<file path="config.mk">
export PLATFORM = sky130hd
export DESIGN_NAME = tage_update_queue_flat
export DESIGN_NICKNAME = d
export VERILOG_FILES = /design/src/rtl/tage_update_queue_pkg.sv /design/src/rtl/tage_update_queue_if.sv /design/src/rtl/tage_upd_fifo.sv /design/src/rtl/tage_update_queue.sv /design/src/flat_wrapper.sv
export SDC_FILE = /design/constraint.sdc
export NUM_CORES = 1
export LEC_CHECK = 0
export CAP_MARGIN = 10
export CELL_PAD_IN_SITES_DETAIL_PLACEMENT = 1
export CELL_PAD_IN_SITES_GLOBAL_PLACEMENT = 1
export CORE_UTILIZATION = 45
export CTS_CLUSTER_DIAMETER = 150
export DETAILED_ROUTE_END_ITERATION = 16
export PLACE_DENSITY_LB_ADDON = 0.1
export SYNTH_ARGS = -nofsm -noshare
export SYNTH_HDL_FRONTEND = slang
export SYNTH_SLANG_ARGS = --single-unit
</file>
<file path="constraint.sdc">
create_clock -name clk_i -period 3.4 [get_ports clk_i]
set_input_delay 0.51 -clock clk_i [delete_from_list [all_inputs] [get_ports clk_i]]
set_output_delay 0.51 -clock clk_i [all_outputs]
set_load 0.01 [all_outputs]
</file>
<file path="src/rtl/tage_update_queue_pkg.sv">
// Shared definitions for the TAGE update path: security domains, the queued
// update record and the drain-sequencer state encoding.
package tage_update_queue_pkg;

  localparam int UPD_IDX_W  = 32;
  localparam int UPD_TARG_W = 32;

  typedef enum logic [1:0] {
    DOM_USER       = 2'd0,
    DOM_SUPERVISOR = 2'd1,
    DOM_HYPERVISOR = 2'd2,
    DOM_MACHINE    = 2'd3
  } domain_t;

  // One resolved branch waiting to train the predictor.
  typedef struct packed {
    logic [UPD_IDX_W-1:0]  idx;
    logic                  taken;
    logic                  correct;
    domain_t               domain;
    logic [UPD_TARG_W-1:0] targ;
  } upd_entry_t;

  typedef enum logic [1:0] {
    ST_RUN   = 2'd0,
    ST_DRAIN = 2'd1,
    ST_DONE  = 2'd2
  } uq_state_t;

endpackage

</file>
<file path="src/rtl/tage_update_queue_if.sv">
// Bundle between execute-side resolution, the update queue and the TAGE
// update port. The slave modport is the queue's view.
//
// Handshakes: a resolved branch transfers on a cycle where res_valid_i and
// res_ready_o are both high; an update transfers on a cycle where update_en_o
// is high and upd_hold_i is low. While a transfer is stalled the offering
// side keeps its payload stable.
interface tage_update_queue_if
  import tage_update_queue_pkg::*;
#(
  parameter int DEPTH  = 4,
  parameter int IDX_W  = UPD_IDX_W,
  parameter int TARG_W = UPD_TARG_W
);
  localparam int CNT_W = $clog2(DEPTH + 1);

  logic              res_valid_i;
  logic              res_ready_o;
  logic [IDX_W-1:0]  res_idx_i;
  logic              res_taken_i;
  logic              res_pred_i;
  domain_t           res_domain_i;
  logic [TARG_W-1:0] res_targ_i;

  logic              update_en_o;
  logic              br_result_o;
  logic              correct_o;
  logic [IDX_W-1:0]  idx_o;
  domain_t           domain_o;
  logic [TARG_W-1:0] targ_o;
  logic              upd_hold_i;

  logic              flush_i;
  logic              drain_req_i;
  logic              drain_done_o;
  logic [CNT_W-1:0]  count_o;
  uq_state_t         dbg_state;

  modport slave (
    input  res_valid_i, res_idx_i, res_taken_i, res_pred_i, res_domain_i,
           res_targ_i, upd_hold_i, flush_i, drain_req_i,
    output res_ready_o, update_en_o, br_result_o, correct_o, idx_o,
           domain_o, targ_o, drain_done_o, count_o, dbg_state
  );

  modport master (
    output res_valid_i, res_idx_i, res_taken_i, res_pred_i, res_domain_i,
           res_targ_i, upd_hold_i, flush_i, drain_req_i,
    input  res_ready_o, update_en_o, br_result_o, correct_o, idx_o,
           domain_o, targ_o, drain_done_o, count_o, dbg_state
  );

endinterface

</file>
<file path="src/rtl/tage_upd_fifo.sv">
// Circular buffer of pending updates. Flush dominates push/pop and rewinds
// both pointers. Head reads as zero when empty so the update bus is quiet.
module tage_upd_fifo #(
  parameter int  DEPTH   = 4,
  parameter type entry_t = logic [7:0]
) (
  input  logic                       clk_i,
  input  logic                       rst_ni,
  input  logic                       push_i,
  input  entry_t                     wdata_i,
  input  logic                       pop_i,
  input  logic                       flush_i,
  output entry_t                     head_o,
  output logic [$clog2(DEPTH+1)-1:0] count_o
);
  localparam int PTR_W = $clog2(DEPTH);
  localparam int CNT_W = $clog2(DEPTH + 1);

  entry_t             mem [DEPTH];
  logic [PTR_W-1:0]   wr_ptr;
  logic [PTR_W-1:0]   rd_ptr;
  logic [CNT_W-1:0]   count_q;

  // Payload storage; contents are only observed while the entry is live.
  always_ff @(posedge clk_i) begin
    if (push_i && !flush_i) mem[wr_ptr] <= wdata_i;
  end

  // Pointer and occupancy bookkeeping; power-of-two depth wraps for free.
  always_ff @(posedge clk_i or negedge rst_ni) begin
    if (!rst_ni) begin
      wr_ptr  <= '0;
      rd_ptr  <= '0;
      count_q <= '0;
    end else if (flush_i) begin
      wr_ptr  <= '0;
      rd_ptr  <= '0;
      count_q <= '0;
    end else begin
      if (push_i) wr_ptr <= wr_ptr + PTR_W'(1);
      if (pop_i)  rd_ptr <= rd_ptr + PTR_W'(1);
      case ({push_i, pop_i})
        2'b10:   count_q <= count_q + CNT_W'(1);
        2'b01:   count_q <= count_q - CNT_W'(1);
        default: count_q <= count_q;
      endcase
    end
  end

  assign head_o  = (count_q != '0) ? mem[rd_ptr] : '0;
  assign count_o = count_q;

endmodule

</file>
<file path="src/rtl/tage_update_queue.sv">
// Update queue in front of the TAGE predictor: buffers resolved branches,
// issues one update per cycle, and sequences a drain before domain switches.
module tage_update_queue
  import tage_update_queue_pkg::*;
#(
  parameter int DEPTH  = 4,
  parameter int IDX_W  = UPD_IDX_W,
  parameter int TARG_W = UPD_TARG_W
) (
  input  logic             clk_i,
  input  logic             rst_ni,
  tage_update_queue_if.slave bus
);
  localparam int               CNT_W    = $clog2(DEPTH + 1);
  localparam logic [CNT_W-1:0] FULL_CNT = CNT_W'(DEPTH);

  uq_state_t        state_q;
  logic             done_q;
  logic             push;
  logic             pop;
  logic [CNT_W-1:0] count;
  upd_entry_t       wdata;
  upd_entry_t       head;

  // A full queue refuses offers even when it pops in the same cycle, which
  // keeps the ready path independent of upd_hold_i.
  assign bus.res_ready_o = rst_ni && (state_q == ST_RUN) && (count < FULL_CNT)
                           && !bus.flush_i;
  assign bus.update_en_o = (count != '0) && !bus.flush_i;
  assign push            = bus.res_valid_i && bus.res_ready_o;
  assign pop             = bus.update_en_o && !bus.upd_hold_i;

  // Training record: correctness is fixed at resolution time.
  always_comb begin
    wdata         = '0;
    wdata.idx     = bus.res_idx_i;
    wdata.taken   = bus.res_taken_i;
    wdata.correct = (bus.res_pred_i == bus.res_taken_i);
    wdata.domain  = bus.res_domain_i;
    wdata.targ    = bus.res_targ_i;
  end

  tage_upd_fifo #(
    .DEPTH   (DEPTH),
    .entry_t (upd_entry_t)
  ) u_fifo (
    .clk_i   (clk_i),
    .rst_ni  (rst_ni),
    .push_i  (push),
    .wdata_i (wdata),
    .pop_i   (pop),
    .flush_i (bus.flush_i),
    .head_o  (head),
    .count_o (count)
  );

  // Drain sequencer: stop intake, wait for empty (or flush), pulse done once.
  always_ff @(posedge clk_i or negedge rst_ni) begin
    if (!rst_ni) begin
      state_q <= ST_RUN;
      done_q  <= 1'b0;
    end else begin
      done_q <= 1'b0;
      case (state_q)
        ST_RUN: begin
          if (bus.drain_req_i) state_q <= ST_DRAIN;
        end
        ST_DRAIN: begin
          if (bus.flush_i || (count == '0)) begin
            state_q <= ST_DONE;
            done_q  <= 1'b1;
          end
        end
        ST_DONE: state_q <= ST_RUN;
        default: state_q <= ST_RUN;
      endcase
    end
  end

  assign bus.br_result_o  = head.taken;
  assign bus.correct_o    = head.correct;
  assign bus.idx_o        = head.idx;
  assign bus.domain_o     = head.domain;
  assign bus.targ_o       = head.targ;
  assign bus.drain_done_o = done_q;
  assign bus.count_o      = count;
  assign bus.dbg_state    = state_q;

endmodule

</file>
<file path="src/flat_wrapper.sv">
// flat-port wrapper written by rule: the top's interface ports become plain ports
module tage_update_queue_flat import tage_update_queue_pkg::*;
#(
  parameter int DEPTH  = 4,
  parameter int IDX_W  = UPD_IDX_W,
  parameter int TARG_W = UPD_TARG_W
)
  (clk_i, rst_ni, bus_res_valid_i, bus_res_idx_i, bus_res_taken_i, bus_res_pred_i, bus_res_domain_i, bus_res_targ_i, bus_upd_hold_i, bus_flush_i, bus_drain_req_i, bus_res_ready_o, bus_update_en_o, bus_br_result_o, bus_correct_o, bus_idx_o, bus_domain_o, bus_targ_o, bus_drain_done_o, bus_count_o, bus_dbg_state);
  tage_update_queue_if #(.DEPTH(DEPTH), .IDX_W(IDX_W), .TARG_W(TARG_W)) bus_i ();
  input  logic clk_i;
  input  logic rst_ni;
  input wire logic [$bits(bus_i.res_valid_i)-1:0] bus_res_valid_i;
  input wire logic [$bits(bus_i.res_idx_i)-1:0] bus_res_idx_i;
  input wire logic [$bits(bus_i.res_taken_i)-1:0] bus_res_taken_i;
  input wire logic [$bits(bus_i.res_pred_i)-1:0] bus_res_pred_i;
  input wire logic [$bits(bus_i.res_domain_i)-1:0] bus_res_domain_i;
  input wire logic [$bits(bus_i.res_targ_i)-1:0] bus_res_targ_i;
  input wire logic [$bits(bus_i.upd_hold_i)-1:0] bus_upd_hold_i;
  input wire logic [$bits(bus_i.flush_i)-1:0] bus_flush_i;
  input wire logic [$bits(bus_i.drain_req_i)-1:0] bus_drain_req_i;
  output wire logic [$bits(bus_i.res_ready_o)-1:0] bus_res_ready_o;
  output wire logic [$bits(bus_i.update_en_o)-1:0] bus_update_en_o;
  output wire logic [$bits(bus_i.br_result_o)-1:0] bus_br_result_o;
  output wire logic [$bits(bus_i.correct_o)-1:0] bus_correct_o;
  output wire logic [$bits(bus_i.idx_o)-1:0] bus_idx_o;
  output wire logic [$bits(bus_i.domain_o)-1:0] bus_domain_o;
  output wire logic [$bits(bus_i.targ_o)-1:0] bus_targ_o;
  output wire logic [$bits(bus_i.drain_done_o)-1:0] bus_drain_done_o;
  output wire logic [$bits(bus_i.count_o)-1:0] bus_count_o;
  output wire logic [$bits(bus_i.dbg_state)-1:0] bus_dbg_state;
  assign bus_i.res_valid_i = bus_res_valid_i;
  assign bus_i.res_idx_i = bus_res_idx_i;
  assign bus_i.res_taken_i = bus_res_taken_i;
  assign bus_i.res_pred_i = bus_res_pred_i;
  assign bus_i.res_domain_i = bus_res_domain_i;
  assign bus_i.res_targ_i = bus_res_targ_i;
  assign bus_i.upd_hold_i = bus_upd_hold_i;
  assign bus_i.flush_i = bus_flush_i;
  assign bus_i.drain_req_i = bus_drain_req_i;
  assign bus_res_ready_o = bus_i.res_ready_o;
  assign bus_update_en_o = bus_i.update_en_o;
  assign bus_br_result_o = bus_i.br_result_o;
  assign bus_correct_o = bus_i.correct_o;
  assign bus_idx_o = bus_i.idx_o;
  assign bus_domain_o = bus_i.domain_o;
  assign bus_targ_o = bus_i.targ_o;
  assign bus_drain_done_o = bus_i.drain_done_o;
  assign bus_count_o = bus_i.count_o;
  assign bus_dbg_state = bus_i.dbg_state;
  tage_update_queue #(.DEPTH(DEPTH), .IDX_W(IDX_W), .TARG_W(TARG_W)) u_core (.clk_i(clk_i), .rst_ni(rst_ni), .bus(bus_i));
endmodule
</file>
## Word level (Yosys, flattened, before mapping)

Memories as Yosys holds them, arrays and structs flattened.
Index checks and enable logic that the tools add are counted.

- Register bits after elaboration: 10
- Bits in writable memories: 272
- Input port bits: 74
- Output and inout bits: 76
- Memories kept: 1

- Add/sub/neg operators: 4
- Magnitude comparators: 1
- Equality and inequality tests: 6
- Muxes and demuxes: 14
- Reduce and logical (&&, ||, !) cells: 17

Memory list:

| memory | words | bits a word | rd ports | clocked after Yosys merged registers in | write ports | RTL line | source |
|---|---|---|---|---|---|---|---|
| u_core.u_fifo.mem | 4 | 68 | 1 | 0 | 1 | tage_upd_fifo.sv:19 | `entry_t mem [DEPTH];` |

Operators with widths:

| kind | count |
|---|---|
| two-way mux 68 bit | 1 |
| two-way mux 2 bit | 6 |
| logical AND 1 bit | 7 |
| case mux 3 bit (2 select lines) | 1 |
| nonzero test 3 bit | 2 |
| adder 2 x 1 -> 2 bit (second input constant) | 2 |
| == test 2 x 1 -> 1 bit (second input constant) | 2 |
| two-way mux 1 bit | 4 |
| case mux 2 bit (2 select lines) | 1 |
| nonzero test 2 bit | 2 |
| adder 3 x 1 -> 3 bit (second input constant) | 1 |
| logical NOT 3 bit | 1 |
| < comparator 3 bit (second input constant) | 1 |
| two-way mux 3 bit | 1 |
| subtractor 3 x 1 -> 3 bit (second input constant) | 1 |
| == test 2 bit (second input constant) | 1 |
| logical NOT 1 bit | 2 |
| logical NOT 2 bit | 1 |
| inequality test 2 x 1 -> 1 bit (second input constant) | 1 |
| inequality test 2 bit (second input constant) | 1 |
| AND reduction 2 bit | 1 |
| == test 1 bit | 1 |
| logical OR 1 bit | 1 |

## Logic depth before layout (Yosys ltp)

- Depth after elaboration: 8
- Gate-level depth with buffers: 8

## Cells and area by module

From an unflattened synthesis, not the netlist that was laid out.

- Cell total of the unflattened synthesis: 491
- Area total of the unflattened synthesis: 10891.7 µm²

By module, submodules not included:

| module | times used | cells each | area each (µm²) | seq. area each (µm²) |
|---|---|---|---|---|
| tage_upd_fifo | 1 | 473 | 10714.0 | 8343.0 |
| tage_update_queue | 1 | 18 | 177.7 | 75.1 |

## Least setup slack after synthesis

OpenSTA, ideal clock, no wires.

- Kind: input port to flip-flop
- Start point: in bus_flush_i
- End point: mem u_core.u_fifo.mem[2][0] (netlist name) (enable)
- Arrival: 2904 ps
- Required time: 2967 ps
- Path slack: 63 ps
- Stages on the path: 5
- Buffers on the path: 2
- Cell sequence: buf_4 -> nor4_2 -> and3_1 -> buf_4 -> and2_1

- Cells in the longest elaborated chain, start to end: 6

Ends and longest elaborated chain:

| what | RTL line | source |
|---|---|---|
| from (decl) | flat_wrapper.sv:19 | `input wire logic [$bits(bus_i.flush_i)-1:0] bus_flush_i;` |
| logical NOT 1 bit (*) | tage_upd_fifo.sv:26, tage_update_queue.sv:28 |  |
| logical AND 1 bit | tage_update_queue.sv:28 | `&& !bus.flush_i;` |
| logical AND 1 bit | tage_update_queue.sv:30 | `assign push = bus.res_valid_i && bus.res_ready_o;` |
| logical AND 1 bit (*) | tage_upd_fifo.sv:26 | `if (push_i && !flush_i) mem[wr_ptr] <= wdata_i;` |
| two-way mux 1 bit (*) | tage_upd_fifo.sv:26 |  |
| two-way mux 1 bit (implied by the code) (*) | tage_upd_fifo.sv:26 |  |
| to (decl) | tage_upd_fifo.sv:19 |  |

Mark *: on every way between the ends. The rest lies on a longest branch, timed or not.

## Worst setup path after layout

- Start point: reg u_core.u_fifo.rd_ptr[1]
- End point: out bus_idx_o[28]

- Cells in the longest elaborated chain, start to end: 2

Ends and longest elaborated chain:

| what | RTL line | source |
|---|---|---|
| from (decl) | tage_upd_fifo.sv:21 | `logic [PTR_W-1:0] rd_ptr;` |
| from (signal assigned) | tage_upd_fifo.sv:41 | `if (pop_i) rd_ptr <= rd_ptr + PTR_W'(1);` |
| memory (4 x 68 bit) | -- |  |
| two-way mux 68 bit | tage_upd_fifo.sv:50 | `assign head_o = (count_q != '0) ? mem[rd_ptr] : '0;` |
| to (decl) | flat_wrapper.sv:25 | `output wire logic [$bits(bus_i.idx_o)-1:0] bus_idx_o;` |

Every way passes these cells.

==> flow_summary_export.csv <==
group,metric,value,unit
placement,io_buffer_count,149,
routing,drc,0,
timing,finalHoldViolations,0,
routing,wl_met3,1230,µm
placement,dp_slack,0.445,ns
grt,grt_overflow,0,
routing,vias,5208,
timing,setup_ws,0.235,ns
setup_path,crit_fanout,43,
setup_path,endpoint_kind,"output port",
setup_path,rr_worst_depth,6,
routing,met2_length,10800,µm
finish,antenna_cells,0,
finish,ff_latch_area,0.00843,mm²
grt,grt_pass1_wl,33300,µm
setup_path,worstPathArrival,2.65,ns
setup_path,worstSetupPathType,"reg2out",
floorplan,io_pins,150,
setup_path,crit_start,"u_core.u_fifo.rd_ptr[1]$_DFFE_PN0P_",
timing,tns,0,ns
floorplan,fp.dieH,157,µm
floorplan,rows,56,
clock_network,cts_sinks,282,
floorplan,fp.coreArea,0.0235,mm²
power,power.leakage,4.31,nW
clock_network,post_cts_buffers,0,
setup_path,crit_path_end,"bus_idx_o[28]",
floorplan,die_x,157,µm
run_status,status,"completed",
routing,drtIter0Drc,187,
finish,fillerInstances,2045,
setup_path,cp.required,2.89,ns
clock_network,htree_levels,1,
power,p_per_area,637,mW/mm²
timing,fin_skew,0.00855,ns
finish,final_cell_area,0.0138,mm²
clock_network,holdBufCountCts,0,
setup_path,reg2reg_from,"u_core.u_fifo.count_o[0]$_DFFE_PN0P_",
synthesis,synthCells,489,
placement,gp_congestion,0.732,
timing,worstMarginPinSlew,0.469,ns
synthesis,syn_avg_cell_area,22.1,µm²
synthesis,ys.flop_type,"edfxtp_1",
synthesis,synth_top_area_cell,"edfxtp_1",
timing,slew_headroom,0.686,
clock_network,tritoncts,"yes",
power,vdd_drop_max,0.379,mV
clock_network,clock_latency,0.52,ns
timing,fin_crit,3.16,ns
clock_network,clock_path_buffers,3,
routing,drtPass1Iterations,4,
timing,min_period_over_period,0.931,
power,fin_total_pwr,8.80,mW
synthesis,synth_cell_type_count,30,
routing,highest_layer,"met4",
placement,placed_cell_area,0.0129,mm²
synthesis,synthArstFlopShare,0.0355,
clock_network,ctsRootBufferMaster,"clkbuf_16",
routing,vias_per_cell,5.21,
setup_path,crit_slowest_cell,"dfrtp_4",
grt,grt_usage,0.182,
grt,antenna_found_initial,1,
synthesis,synth_edf_count,272,
routing,ant_nets,0,
synthesis,yosys-top-cells-count,"272 x edfxtp_1, 69 x nor2b_1, 68 x mux4_2",
timing,fmax,0.316,GHz
finish,multi_input_area,0.00230,mm²
finish,drive_above_1_share,0.194,
grt,grt_pass1_vias,5884,
timing,setup_viol,0,
setup_path,path_cells,"buf_12 -> mux4_2 -> nor2b_1 -> clkdlybuf4s50_1",
setup_path,max_stage_delay,0.71,ns
synthesis,synth_warnings,0,
clock_network,clkTransAtPathRegs,0.06,ns
timing,rsz0062_at_grt,"no",
min_path,hold_class,"in2async",
placement,dp_hpwl,13000,µm
synthesis,ys_seq_elements,282,
setup_path,reg2reg_slack,1.01,ns
synthesis,netlist.area_leader.share,0.754,
synthesis,yosys.cell_count.top_type,"edfxtp_1",
timing,final_max_slew_viol_count,0,
clock_network,cts_resized,0,
setup_path,cp-start-kind,"flip-flop",
routing,wl_met1,9350,µm
finish,syn_to_final_growth,27.7,%
floorplan,die_area,0.0247,mm²
grt,grt_max_degree,44,
flow_run,max_cap_viol_count,0,
floorplan,initial_core_util,0.460,
clock_network,cts_buffers,29,
synthesis,synth_area_leaders,"edfxtp_1 75%, mux4_2 14%, nor2b_1 4.0%",
setup_path,rr_endpoint,"u_core.u_fifo.count_o[2]$_DFFE_PN0P_",
synthesis,mappedNetlistArea,0.0108,mm²
synthesis,syn_nets,568,
finish,layout.nets,738,
routing,wire_per_inst,21.7,µm
routing,finalWirelength,21700,µm
synthesis,synth_sequential_area_ratio,0.777,
kinds of logic after synthesis:
logic type | synth area share
compound gates | 0.00347
xor+xnor | 0.00323
fa+ha+maj | 0.00647
buf+inv | 0.0117
flops | 0.777
mux | 0.144
simple gates | 0.0536
how the worst min path moves through the flow:
stage	from	endpoint	cells after the start
6_report	rst_ni	u_core.bus.drain_done_o$_DFF_PN0_	1
5_1_grt	rst_ni	u_core.bus.dbg_state[0]$_DFFE_PN0P_	1
4_1_cts	rst_ni	u_core.bus.drain_done_o$_DFF_PN0_	1
3_5_place_dp	u_core.bus.dbg_state[1]$_DFFE_PN0P_	u_core.bus.dbg_state[0]$_DFFE_PN0P_	1
3_3_place_gp	u_core.bus.dbg_state[1]$_DFFE_PN0P_	u_core.bus.dbg_state[0]$_DFFE_PN0P_	1
2_1_floorplan	rst_ni	u_core.bus.dbg_state[0]$_DFFE_PN0P_	0
through the flow:
stage | hold WS, ns | std cells | util
floorplan | 0.214 | 489 | -
global placement | 0.515 | 947 | 0.548
detailed placement | 0.560 | 947 | 0.548
CTS | 0.178 | 1000 | 0.587
global route | 0.193 | 1000 | 0.587
finish | 0.199 | 1000 | 0.587
power by group:
group	switching (mW)	internal, mW
clock	1.23	1.85
combinational	0.768	0.961
sequential	0.0656	3.93
total	2.06	6.74
sequential cells by signal (all words and copies together), names as in the netlist:
signal and count:
u_core.u_fifo.count_o 3, u_core.u_fifo.rd_ptr 2, u_core.u_fifo.mem 272, u_core.bus.dbg_state 2, u_core.u_fifo.wr_ptr 2, u_core.bus.drain_done_o 1
layout make-up:
| class | instances | share of cell area |
|---|---|---|
| clock inverters | 19 | 0.0132 |
| flip-flops and latches | 282 | 0.609 |
| repair buffers | 164 | 0.128 |
| multi-input cells | 180 | 0.166 |
| well taps | 319 | 0.0289 |
| inverters | 2 | 0.000543 |
| clock buffers | 34 | 0.0538 |
worst max-delay path: cells and delay by family, from the launching register on:
kind,cells,cell delay [ns]
simple gates,1,0.23
buf+inv,2,0.91
mux,1,0.25
flops,1,0.71
metal layers:
layer / GRT usage / vias to the layer above
met5: 0 / -
met4: 0.0416 / 0
met1: 0.236 / 2705
met2: 0.317 / 148
met3: 0.0374 / 30
li1: - / 2325
placed cells by master (no fill, tap or decap), types with 2 or more instances in the layout:
cell and count:
nor2b_1 69, ha_1 4, o21ai_0 2, clkbuf_1 5
buf_4 2, inv_1 2, and2_4 4, edfxtp_1 272
bufinv_16 4, nor2_1 8, dfrtp_1 8, clkbuf_16 29
clkinv_1 10, clkinv_2 5, xnor2_1 4, dfrtp_4 2
mux2i_1 2, mux4_2 68, buf_12 13, nor3b_1 3
clkdlybuf4s50_1 149
No activity file was read; power rests on OpenSTA's default activity.
